--- src/rtl/axi_write_adapter.sv ---
// Turns one DMA write request plus a ready/valid data stream into AXI4 INCR bursts.
// Bursts are capped at MAX_BURST_BEATS and never cross a 4 KB boundary.
//
// state  | meaning
// S_IDLE | waiting for a request, req_ready high
// S_AW   | presenting one burst address
// S_W    | passing beats of the current burst through to the W channel
// S_B    | waiting for the write response of the current burst
// S_DONE | one-cycle completion pulse
module axi_write_adapter #(
    parameter int AXI_AWIDTH      = 32,
    parameter int AXI_DWIDTH      = 32,
    parameter int AXI_ID_WIDTH    = 4,
    parameter int AXI_ID          = 0,
    parameter int MAX_BURST_BEATS = 256
) (
    input  logic                      clk,
    input  logic                      resetn,
    input  logic                      req_valid,
    output logic                      req_ready,
    input  logic [AXI_AWIDTH-1:0]     req_addr,
    input  logic [31:0]               req_len,
    input  logic [2:0]                req_size,
    input  logic [1:0]                req_burst,
    input  logic [AXI_DWIDTH-1:0]     wdata_in,
    input  logic                      wdata_valid,
    output logic                      wdata_ready,
    output logic [AXI_ID_WIDTH-1:0]   m_awid,
    output logic [AXI_AWIDTH-1:0]     m_awaddr,
    output logic [7:0]                m_awlen,
    output logic [2:0]                m_awsize,
    output logic [1:0]                m_awburst,
    output logic                      m_awvalid,
    input  logic                      m_awready,
    output logic [AXI_DWIDTH-1:0]     m_wdata,
    output logic [AXI_DWIDTH/8-1:0]   m_wstrb,
    output logic                      m_wlast,
    output logic                      m_wvalid,
    input  logic                      m_wready,
    input  logic [AXI_ID_WIDTH-1:0]   m_bid,
    input  logic [1:0]                m_bresp,
    input  logic                      m_bvalid,
    output logic                      m_bready,
    output logic                      write_done,
    output logic                      write_error
);

    localparam logic [1:0] BURST_INCR = 2'b01;

    typedef enum logic [2:0] {S_IDLE, S_AW, S_W, S_B, S_DONE} state_t;

    state_t                  state_q, state_d;
    logic [AXI_AWIDTH-1:0]   addr_q;
    logic [2:0]              size_q;
    logic [32:0]             remaining_q;
    logic [8:0]              chunk_q;
    logic [8:0]              beat_q;
    logic                    error_q;

    logic                    req_fire, aw_fire, w_fire, b_fire, last_beat;
    logic [8:0]              chunk_m1;
    logic [32:0]             rem_init, rem_after;
    logic [15:0]             chunk_bytes;
    logic [AXI_AWIDTH-1:0]   addr_after;
    logic                    unused_ok;

    // Beats allowed from address a: bounded by what is left, the burst cap and the 4 KB page.
    function automatic logic [8:0] chunk_calc(input logic [AXI_AWIDTH-1:0] a,
                                              input logic [32:0] rem,
                                              input logic [2:0] sz);
        logic [12:0] room;
        logic [8:0]  c;
        room = (13'd4096 - {1'b0, a[11:0]}) >> sz;
        if (room == 13'd0) room = 13'd1;
        c = (room > 13'(MAX_BURST_BEATS)) ? 9'(MAX_BURST_BEATS) : room[8:0];
        if (rem < {24'd0, c}) c = rem[8:0];
        return c;
    endfunction

    assign req_fire    = (state_q == S_IDLE) & req_valid;
    assign aw_fire     = (state_q == S_AW) & m_awready;
    assign w_fire      = (state_q == S_W) & wdata_valid & m_wready;
    assign b_fire      = (state_q == S_B) & m_bvalid;
    assign chunk_m1    = chunk_q - 9'd1;
    assign last_beat   = (beat_q == chunk_m1);
    assign rem_init    = {1'b0, req_len} + 33'd1;
    assign rem_after   = remaining_q - {24'd0, chunk_q};
    assign chunk_bytes = {7'd0, chunk_q} << size_q;
    assign addr_after  = addr_q + AXI_AWIDTH'(chunk_bytes);
    assign unused_ok   = ^m_bid;

    assign m_awid      = AXI_ID_WIDTH'(AXI_ID);
    assign m_awaddr    = addr_q;
    assign m_awlen     = chunk_m1[7:0];
    assign m_awsize    = size_q;
    assign m_awburst   = BURST_INCR;
    assign m_wdata     = wdata_in;
    assign m_wstrb     = '1;
    assign write_error = error_q;

    always_ff @(posedge clk or negedge resetn) begin
        if (!resetn) state_q <= S_IDLE;
        else         state_q <= state_d;
    end

    always_comb begin
        state_d     = state_q;
        req_ready   = 1'b0;
        m_awvalid   = 1'b0;
        m_wvalid    = 1'b0;
        wdata_ready = 1'b0;
        m_wlast     = 1'b0;
        m_bready    = 1'b0;
        write_done  = 1'b0;
        case (state_q)
            S_IDLE: begin
                req_ready = 1'b1;
                if (req_fire) state_d = (req_burst == BURST_INCR) ? S_AW : S_DONE;
            end
            S_AW: begin
                m_awvalid = 1'b1;
                if (aw_fire) state_d = S_W;
            end
            S_W: begin
                m_wvalid    = wdata_valid;
                wdata_ready = m_wready;
                m_wlast     = last_beat;
                if (w_fire && last_beat) state_d = S_B;
            end
            S_B: begin
                m_bready = 1'b1;
                if (b_fire) state_d = (rem_after == 33'd0) ? S_DONE : S_AW;
            end
            S_DONE: begin
                write_done = 1'b1;
                state_d    = S_IDLE;
            end
            default: state_d = S_IDLE;
        endcase
    end

    always_ff @(posedge clk or negedge resetn) begin
        if (!resetn) begin
            addr_q      <= '0;
            size_q      <= '0;
            remaining_q <= '0;
            chunk_q     <= '0;
            beat_q      <= '0;
            error_q     <= 1'b0;
        end else begin
            case (state_q)
                S_IDLE: if (req_fire) begin
                    addr_q      <= req_addr;
                    size_q      <= req_size;
                    remaining_q <= rem_init;
                    chunk_q     <= chunk_calc(req_addr, rem_init, req_size);
                    error_q     <= (req_burst != BURST_INCR);
                end
                S_AW: if (aw_fire) beat_q <= '0;
                S_W:  if (w_fire) beat_q <= beat_q + 9'd1;
                S_B:  if (b_fire) begin
                    remaining_q <= rem_after;
                    addr_q      <= addr_after;
                    chunk_q     <= chunk_calc(addr_after, rem_after, size_q);
                    if (m_bresp != 2'b00) error_q <= 1'b1;
                end
                default: ;
            endcase
        end
    end

endmodule
--- config.mk ---
export PLATFORM = sky130hd
export DESIGN_NAME = axi_write_adapter
export DESIGN_NICKNAME = d
export VERILOG_FILES = /design/src/rtl/axi_write_adapter.sv
export SDC_FILE = /design/constraint.sdc
export NUM_CORES = 1
export LEC_CHECK = 0
export ABC_AREA = 1
export BUFFER_PORTS_ARGS = -buffer_cell sky130_fd_sc_hd__clkbuf_2
export CAP_MARGIN = 20
export CORE_MARGIN = 3
export CORE_UTILIZATION = 63
export CTS_BUF_LIST = sky130_fd_sc_hd__clkbuf_8
export CTS_CLUSTER_DIAMETER = 60
export CTS_CLUSTER_SIZE = 12
export DETAILED_ROUTE_END_ITERATION = 10
export PLACE_DENSITY = 0.87
export SYNTH_ARGS = -nofsm -noshare
export SYNTH_HDL_FRONTEND = slang
export SYNTH_SLANG_ARGS = --single-unit
--- constraint.sdc ---
create_clock -name clk -period 12.3 [get_ports clk]
set_input_delay 1.23 -clock clk [delete_from_list [all_inputs] [get_ports clk]]
set_output_delay 1.23 -clock clk [all_outputs]
set_load 0.03 [all_outputs]
==> flow_summary_export.csv, run 1 <==
group,metric,value,unit
drt,drc,0,
clock_tree,cts_setup_buffers,0,
synthesis,yosys_most_used_dff,"dfrtp_1",
floorplanning,chipWidth,134.5,µm
worst_hold_path,holdPathStages,2,
sta,setup-violations-final,0,
critical_path,cpMaxStageDelayCell,"dfrtp_1",
worst_hold_path,whs_endpoint,"remaining_q[8]$_DFFE_PN0P_",
critical_path,rr_startpoint,"m_awsize[0]$_DFFE_PN0P_",
sta,fin_skew,19.63,ps
critical_path,end_kind,"register",
drt,wl_per_cell,15.00,µm
clock_tree,clockRootBuffer,"clkbuf_8",
sta,hold_viol_final,0,
floorplanning,rows,46,
synthesis,synthCells,1665,
placement,place_inst,1927,
finish,regArea,2252,µm²
finish,diodes,0,
floorplanning,initial_core_util,65.01,%
floorplanning,die_y,134.5,µm
drt,drt_iter0_markers,1113,
grt,grt_pass1_vias,10030,
synthesis,ys_types,53,
synthesis,synth_top_cell_by_area,"dfrtp_1",
critical_path,cp-start-kind,"register",
grt,track_usage,31.66,%
synthesis,synth_edf_count,0,
placement,gp_congestion,0.9959,
sta,rsz0062_at_grt,"false",
synthesis,yosys-top-cells-area,"dfrtp_1 22%, nand2_1 14%, nand3_1 7.8%",
drt,routed-via-count,11140,
clock_tree,cts_buffer_depth,2,
sta,fin_crit,7382,ps
synthesis,syn_area,10400,µm²
sta,maxSlewViolCount,0,
clock_tree,clkTransAtPathRegs,100,ps
clock_tree,cts_resized,0,
drt,ant_nets,0,
synthesis,ys_ff_latch,90,
critical_path,r2r_slack,4920,ps
drt,dr.pass1.iters,9,
finish,final_util,68.86,%
worst_hold_path,hold_class,"register to register",
grt,grt_overflow,0,
finish,drive_gt1_share,12.04,%
run_status,status,"completed",
sta,fmax,0.1355,GHz
clock_tree,clock_sinks,90,
clock_tree,clkLatencyLatePin,400,ps
finish,fillCellCount,1491,
sta,slew_headroom,32.64,%
critical_path,reg2reg_depth,36,
critical_path,crit_arrival,7700,ps
sta,post-route-period-util,60.01,%
critical_path,worstSetupPathType,"register to register",
floorplanning,core_region_area,16000,µm²
synthesis,ys.warnings.count,0,
drt,vias_per_cell,5.733,
finish,nNetsFinal,1884,
critical_path,path_max_fanout,34,
critical_path,critPathRequiredTime,12610,ps
run,maxCapViolations,0,
placement,port_buffers,128,
synthesis,yosysSeqAreaShare,21.65,%
critical_path,timing.rr.end,"chunk_q[1]$_DFFE_PN0P_",
grt,antenna_found_initial,0,
placement,post-dp-hpwl,22410,µm
sta,hold_ws,514.9,ps
floorplanning,ios,207,
clock_tree,cts_buffers,9,
worst_hold_path,hold_start,"remaining_q[8]$_DFFE_PN0P_",
grt,grt_pass1_wl,47470,µm
clock_tree,holdBufCountCts,0,
grt,grt_max_degree,91,
sta,final.setup.tns,0,ps
drt,routed_wl,29150,µm
floorplanning,dieArea,18090,µm²
synthesis,synth_top_area_share,21.65,%
critical_path,critPathMaxStageDelay,1020,ps
synthesis,synthArstFlopShare,100.0,%
finish,area_growth,5.931,%
clock_tree,cts_tree,"yes",
finish,layout.cells.non_filler,1943,
finish,multi_input_area,6765,µm²
clock_tree,h-tree-depth,3,
sta,worstMarginPinSlew,1010,ps
synthesis,syn_avg_cell_area,6.247,µm²
==> synthesized netlist by cell type, types with 8 or more instances <==
| cell | instances |
|---|---|
| nand2_1 | 378 |
| inv_1 | 208 |
| nor2_1 | 182 |
| nand3_1 | 162 |
| o21ai_0 | 149 |
| dfrtp_1 | 90 |
| xor2_1 | 71 |
| a21oi_1 | 62 |
| ha_1 | 46 |
| buf_4 | 43 |
| clkbuf_1 | 38 |
| nor3_1 | 37 |
| nand4_1 | 29 |
| o22ai_1 | 14 |
| nor4_1 | 13 |
| nand2_2 | 12 |
| xnor2_1 | 12 |
| nor2_2 | 10 |
| nand3_2 | 9 |
| clkbuf_8 | 8 |
| o211ai_1 | 8 |
==> state kept, by name, indices dropped and copies added, names as in the netlist <==
| register | count |
|---|---|
| write_error | 1 |
| remaining_q | 33 |
| state_q | 3 |
| chunk_q | 9 |
| m_awsize | 3 |
| beat_q | 9 |
| m_awaddr | 32 |
==> stage by stage <==
step | worst slack [ps] | area, µm²
2_1_floorplan | 6633 | 10430
3_3_place_gp | 5404 | 10770
3_5_place_dp | 5193 | 10770
4_1_cts | 5122 | 11020
5_1_grt | 4181 | 11020
6_report | 4918 | 11020
==> critical path, delay by kind of cell, from the launching register on <==
kind,cells,cell delay (ps)
buffers and inverters,3,890
DFF,1,1020
AOI/OAI and AO/OA,6,1040
and+or+nand+nor,23,3070
adders and majority gates,4,1290
==> how the worst max path moves through the flow <==
stage | from | depth (start not counted) | endpoint | slack [ps]
2_1_floorplan | m_awsize[0]$_DFFE_PN0P_ | 37 | chunk_q[2]$_DFFE_PN0P_ | 6630
3_3_place_gp | m_awsize[0]$_DFFE_PN0P_ | 36 | chunk_q[7]$_DFFE_PN0P_ | 5400
3_5_place_dp | m_awsize[0]$_DFFE_PN0P_ | 36 | chunk_q[2]$_DFFE_PN0P_ | 5190
4_1_cts | m_awsize[0]$_DFFE_PN0P_ | 36 | chunk_q[2]$_DFFE_PN0P_ | 5120
5_1_grt | m_awsize[0]$_DFFE_PN0P_ | 36 | chunk_q[1]$_DFFE_PN0P_ | 4180
6_report | m_awsize[0]$_DFFE_PN0P_ | 36 | chunk_q[1]$_DFFE_PN0P_ | 4920
==> layer usage <==
layer,share of wire [%],global-route usage [%]
met5,0,0
met4,3.5,11.65
met3,8.2,5.216
met2,46,51.90
met1,42,42.40
==> cell type report <==
class | count | area share (%)
multi-input combinational | 1275 | 61.40
sequential | 90 | 20.44
inverter | 213 | 7.256
timing repair buffer | 133 | 6.178
tap | 216 | 2.453
clock buffer | 10 | 1.249
clock inverter | 6 | 1.022
==> placed cells by master, fill, tap and decap left out, types with 4 or more instances in the layout <==
cell type	synthesis	routed
nand2_1	378	377
inv_1	208	206
nor2_1	182	182
nand3_1	162	162
o21ai_0	149	149
clkbuf_2	0	127
dfrtp_1	90	90
xor2_1	71	71
a21oi_1	62	62
ha_1	46	46
nor3_1	37	36
nand4_1	29	29
o22ai_1	14	14
nand2_2	12	13
nor4_1	13	13
xnor2_1	12	12
nor2_2	10	10
conb_1	2	10
clkbuf_8	8	10
nand3_2	9	9
o211ai_1	8	8
o21ai_1	7	7
a21oi_2	7	7
mux2i_1	6	6
nor3b_1	6	6
buf_4	43	6
a31oi_1	5	5
o21a_1	5	5
inv_2	3	4
==> cells by family (layout without fill, tap and decap cells) <==
logic type / Yosys count / after routing / synth area share [%]
adder cells (fa/ha/maj): 48 / 48 / 5.918
AND/OR/NAND/NOR: 856 / 856 / 36.59
multiplexers: 6 / 6 / 0.5774
flip-flops: 90 / 90 / 21.65
XOR/XNOR: 84 / 84 / 7.146
other: 2 / 10 / 0.07220
AO/OA/AOI/OAI: 271 / 271 / 14.38
buffers and inverters: 308 / 362 / 13.67
Power of run 1 is left out: the tool's default activity adds up to more than one toggle a clock period on the data nets, which glitch-free logic cannot reach.
==> inputs of run 2 (changes only) <==
--- a/config.mk
+++ b/config.mk
@@ -9,12 +9,12 @@
 export BUFFER_PORTS_ARGS = -buffer_cell sky130_fd_sc_hd__clkbuf_2
 export CAP_MARGIN = 20
 export CORE_MARGIN = 3
-export CORE_UTILIZATION = 63
+export CORE_UTILIZATION = 58
 export CTS_BUF_LIST = sky130_fd_sc_hd__clkbuf_8
 export CTS_CLUSTER_DIAMETER = 60
 export CTS_CLUSTER_SIZE = 12
 export DETAILED_ROUTE_END_ITERATION = 10
-export PLACE_DENSITY = 0.87
+export PLACE_DENSITY = 0.8
 export SYNTH_ARGS = -nofsm -noshare
 export SYNTH_HDL_FRONTEND = slang
 export SYNTH_SLANG_ARGS = --single-unit
==> constraint.sdc (replaced) <==
create_clock -name clk -period 7.3 [get_ports clk]
set_input_delay 0.73 -clock clk [delete_from_list [all_inputs] [get_ports clk]]
set_output_delay 0.73 -clock clk [all_outputs]
set_load 0.03 [all_outputs]
==> flow_summary_export.csv, run 2 (synthesis results as in run 1) <==
group,metric,value,unit
finish,final_util,63.23,%
placement,post-dp-hpwl,22390,µm
critical_path,cpMaxStageDelayCell,"dfrtp_1",
grt,grt_pass1_wl,47490,µm
run,maxCapViolations,0,
floorplanning,die_y,139.9,µm
finish,largest_reg_flops,33,
critical_path,critPathMaxStageDelay,960,ps
finish,diodes,0,
grt,grt_pass1_vias,9995,
finish,regMostFlops,"remaining_q",
finish,area_growth,5.883,%
sta,fin_skew,21.86,ps
sta,fmax,0.1515,GHz
finish,layout_commonest_cell,"nand2_1",
sta,fin_crit,6603,ps
drt,routed-via-count,10950,
floorplanning,core_region_area,17420,µm²
drt,ant_nets,0,
floorplanning,initial_core_util,59.72,%
clock_tree,clockRootBuffer,"clkbuf_8",
run_status,status,"completed",
critical_path,end_kind,"register",
sta,slew_headroom,32.10,%
worst_hold_path,hold_class,"input port to asynchronous set/reset pin",
drt,vias_per_cell,5.599,
grt,antenna_found_initial,0,
grt,grt_overflow,0,
critical_path,critPathMostFrequentCell,"nand3_1",
finish,most-common-layout-cells,"377 x nand2_1, 207 x inv_1, 182 x nor2_1, 162 x nand3_1, 149 x o21ai_0",
floorplanning,rows,48,
critical_path,crit_arrival,6910,ps
drt,drc,0,
placement,place_ws,834.4,ps
critical_path,path_max_fanout,24,
clock_tree,cts_buffers,9,
placement,gp_congestion,0.9752,
grt,track_usage,29.00,%
placement,port_buffers,128,
clock_tree,clkTransAtPathRegs,100,ps
drt,wl_per_cell,14.65,µm
clock_tree,cts_buffer_depth,2,
critical_path,worstSetupPathType,"register to register",
floorplanning,dieArea,19580,µm²
sta,rsz0062_at_grt,"false",
critical_path,critPathRequiredTime,7610,ps
sta,setup-violations-final,0,
critical_path,cp-start-kind,"register",
sta,hold_viol_final,0,
sta,maxSlewViolCount,0,
clock_tree,clkLatencyLatePin,400,ps
floorplanning,chipWidth,139.9,µm
drt,dr.pass1.iters,6,
drt,drt_iter0_markers,1096,
drt,routed_wl,28640,µm
finish,drive_gt1_share,12.20,%
sta,post-route-period-util,90.45,%
clock_tree,h-tree-depth,3,
finish,nNetsFinal,1887,
clock_tree,clock_sinks,90,
grt,grt_max_degree,91,
floorplanning,ios,207,
sta,worstMarginPinSlew,1013,ps
sta,final.setup.tns,0,ps
sta,fin_ws,697.3,ps
clock_tree,cts_tree,"yes",
run 2: changes by cell type in the layout (fill, tap and decap cells not counted), sizes merged:
cell      previous run  this run
clkinvlp             0         1
clkinv               5         4
inv                211       214
bufinv               3         0
buf                  6         9
run 2: per-layer routing:
| metal | vias to the layer above | part of all wire [%] | global-route usage, % |
|---|---|---|---|
| met2 | 393 | 46 | 47.02 |
| met5 | - | 0 | 0 |
| met4 | 0 | 3.2 | 11.12 |
| li1 | 5535 | - | - |
| met1 | 4961 | 44 | 39.11 |
| met3 | 57 | 7.0 | 4.609 |
run 2: final cells by class:
class / count / area (µm²)
sequential: 90 / 2252
fill: 1685 / 6404
tap: 225 / 281.5
clock buffer: 10 / 137.6
clock inverter: 6 / 50.05
inverter: 213 / 803.3
timing repair buffer: 136 / 723.2
multi-input combinational: 1275 / 6765
run 2: metrics by stage:
stage	area, µm²	hold WS [ps]	std cells
2_1_floorplan	10430	434.4	1673
3_3_place_gp	10790	477.7	1938
3_5_place_dp	10790	479.9	1938
4_1_cts	10980	141.2	1954
5_1_grt	11010	146.2	1955
6_report	11010	147.3	1955
run 2: critical path, delay by kind of cell, from the launching register on:
family / cells / cell delay (ps)
compound gates: 7 / 1240
xor+xnor: 1 / 330
fa+ha+maj: 2 / 680
buf+inv: 2 / 610
flops: 1 / 960
mux: 1 / 380
simple gates: 18 / 2310
run 2: worst paths after layout:
kind | from | cells after the start | slack (ps) | endpoint
min | resetn | 1 | 150 | beat_q[3]$_DFFE_PN0P_
max | m_awsize[2]$_DFFE_PN0P_ | 31 | 700 | chunk_q[6]$_DFFE_PN0P_
max reg2reg | m_awsize[2]$_DFFE_PN0P_ | 31 | 700 | chunk_q[6]$_DFFE_PN0P_
min reg2reg | remaining_q[6]$_DFFE_PN0P_ | 2 | 510 | remaining_q[6]$_DFFE_PN0P_
min in group clk | remaining_q[6]$_DFFE_PN0P_ | 2 | 510 | remaining_q[6]$_DFFE_PN0P_
max in group asynchronous | resetn | 3 | 6290 | m_awaddr[8]$_DFFE_PN0P_
run 2: what timing repair did:
action / 4_1_cts / 5_1_grt
hold buffers: 0 / 0
hold endpoints to repair: 0 / 0
gates resized for setup: 0 / 1
setup endpoints to repair: 0 / 9
setup buffers: 0 / 0
Power of run 2 is left out for the same reason.
==> inputs of run 3 (changes only) <==
--- a/config.mk
+++ b/config.mk
@@ -10,7 +10,7 @@
 export CAP_MARGIN = 20
 export CORE_MARGIN = 3
 export CORE_UTILIZATION = 58
-export CTS_BUF_LIST = sky130_fd_sc_hd__clkbuf_8
+export CTS_BUF_LIST = sky130_fd_sc_hd__clkbuf_2 sky130_fd_sc_hd__clkbuf_4 sky130_fd_sc_hd__clkbuf_8
 export CTS_CLUSTER_DIAMETER = 60
 export CTS_CLUSTER_SIZE = 12
 export DETAILED_ROUTE_END_ITERATION = 10
==> flow_summary_export.csv, run 3 (synthesis results as in run 1) <==
group,metric,value,unit
clock_tree,cts_buffers,9,
placement,gp_congestion,0.9752,
critical_path,end_kind,"register",
critical_path,critPathRequiredTime,7610,ps
grt,grt_overflow,0,
critical_path,crit_arrival,6860,ps
grt,antenna_found_initial,0,
placement,place_inst,1938,
sta,fin_skew,20.20,ps
placement,port_buffers,128,
sta,fin_ws,754.3,ps
sta,hold_viol_final,0,
sta,slew_headroom,31.61,%
run_status,status,"completed",
critical_path,cpMaxStageDelayCell,"dfrtp_1",
drt,drt_iter0_markers,1050,
drt,drc,0,
finish,most-common-layout-cells,"377 x nand2_1, 206 x inv_1, 182 x nor2_1, 162 x nand3_1, 149 x o21ai_0",
placement,place_ws,834.4,ps
sta,post-route-period-util,89.67,%
sta,rsz0062_at_grt,"false",
grt,grt_max_degree,91,
floorplanning,die_y,139.9,µm
floorplanning,rows,48,
clock_tree,clock_sinks,90,
drt,vias_per_cell,5.586,
sta,worstMarginPinSlew,1020,ps
grt,grt_pass1_vias,10010,
critical_path,endpoint,"chunk_q[6]$_DFFE_PN0P_",
clock_tree,cts_buffer_depth,2,
clock_tree,cts_setup_buffers,0,
critical_path,worstSetupPathType,"register to register",
finish,nNetsFinal,1887,
grt,grt_pass1_wl,47530,µm
floorplanning,dieArea,19580,µm²
critical_path,startpoint,"m_awsize[2]$_DFFE_PN0P_",
floorplanning,chipWidth,139.9,µm
critical_path,path_max_fanout,24,
finish,drive_gt1_share,12.25,%
critical_path,cp-start-kind,"register",
sta,final.setup.tns,0,ps
finish,largest_reg_flops,33,
placement,post-dp-hpwl,22390,µm
finish,regMostFlops,"remaining_q",
sta,maxSlewViolCount,0,
finish,area_growth,5.918,%
clock_tree,cts_tree,"yes",
worst_hold_path,hold_class,"input port to asynchronous set/reset pin",
floorplanning,core_region_area,17420,µm²
clock_tree,clkLatencyLatePin,400,ps
sta,fin_crit,6546,ps
critical_path,rr_startpoint,"m_awsize[2]$_DFFE_PN0P_",
floorplanning,initial_core_util,59.72,%
floorplanning,ios,207,
drt,dr.pass1.iters,5,
sta,setup-violations-final,0,
drt,ant_nets,0,
drt,routed_wl,28660,µm
finish,layout.cells.non_filler,1955,
critical_path,r2r_slack,750,ps
clock_tree,h-tree-depth,3,
finish,layout_commonest_cell,"nand2_1",
run,maxCapViolations,0,
drt,wl_per_cell,14.66,µm
sta,fmax,0.1528,GHz
clock_tree,clkTransAtPathRegs,100,ps
grt,track_usage,29.04,%
critical_path,reg2reg_depth,31,
critical_path,timing.rr.end,"chunk_q[6]$_DFFE_PN0P_",
finish,diodes,0,
critical_path,critPathMostFrequentCell,"nand3_1",
clock_tree,clockRootBuffer,"clkbuf_8",
drt,routed-via-count,10920,
critical_path,critPathMaxStageDelay,930,ps
==> run 3: per-stage QoR <==
stage	hold WS [ps]	instance area, µm²	utilization, %
2_1_floorplan	434.4	10430	-
3_3_place_gp	477.7	10790	61.98
3_5_place_dp	479.9	10790	61.98
4_1_cts	138.6	10990	63.07
5_1_grt	144.9	11020	63.25
6_report	146.2	11020	63.25
==> run 3: metal layers <==
metal | up-vias | wire, µm | global-route usage (%)
li1 | 5533 | - | -
met2 | 364 | 13140 | 47.02
met1 | 4964 | 12730 | 38.83
met5 | - | 0 | 0
met4 | 0 | 943 | 11.42
met3 | 59 | 1849 | 5.019
==> run 3: cell type report <==
cell class,count,area (µm²)
Clock buffer,11,145.1
Timing Repair Buffer,136,723.2
Tap cell,225,281.5
Clock inverter,5,46.29
Fill cell,1684,6400
Inverter,213,803.3
Sequential cell,90,2252
Multi-Input combinational cell,1275,6765
==> run 3: worst min path at each step <==
stage               cells after the start                    endpoint
floorplan                               0       beat_q[0]$_DFFE_PN0P_
global placement                        2  remaining_q[4]$_DFFE_PN0P_
detailed placement                      2  remaining_q[4]$_DFFE_PN0P_
CTS                                     1       beat_q[3]$_DFFE_PN0P_
global route                            1       beat_q[4]$_DFFE_PN0P_
finish                                  1       beat_q[3]$_DFFE_PN0P_
==> run 3: worst max-delay path: cells and delay by family, from the launching register on <==
family / cells / cell delay (ps)
adders and majority gates: 2 / 680
AOI/OAI and AO/OA: 7 / 1230
and+or+nand+nor: 18 / 2300
muxes: 1 / 380
xor gates and xnor gates: 1 / 330
DFF: 1 / 930
buffers and inverters: 2 / 590
==> run 3: what timing repair did <==
action	in CTS	in global routing
hold buffers	0	0
gates resized for setup	0	1
setup endpoints to repair	0	9
Power of run 3 is left out for the same reason.
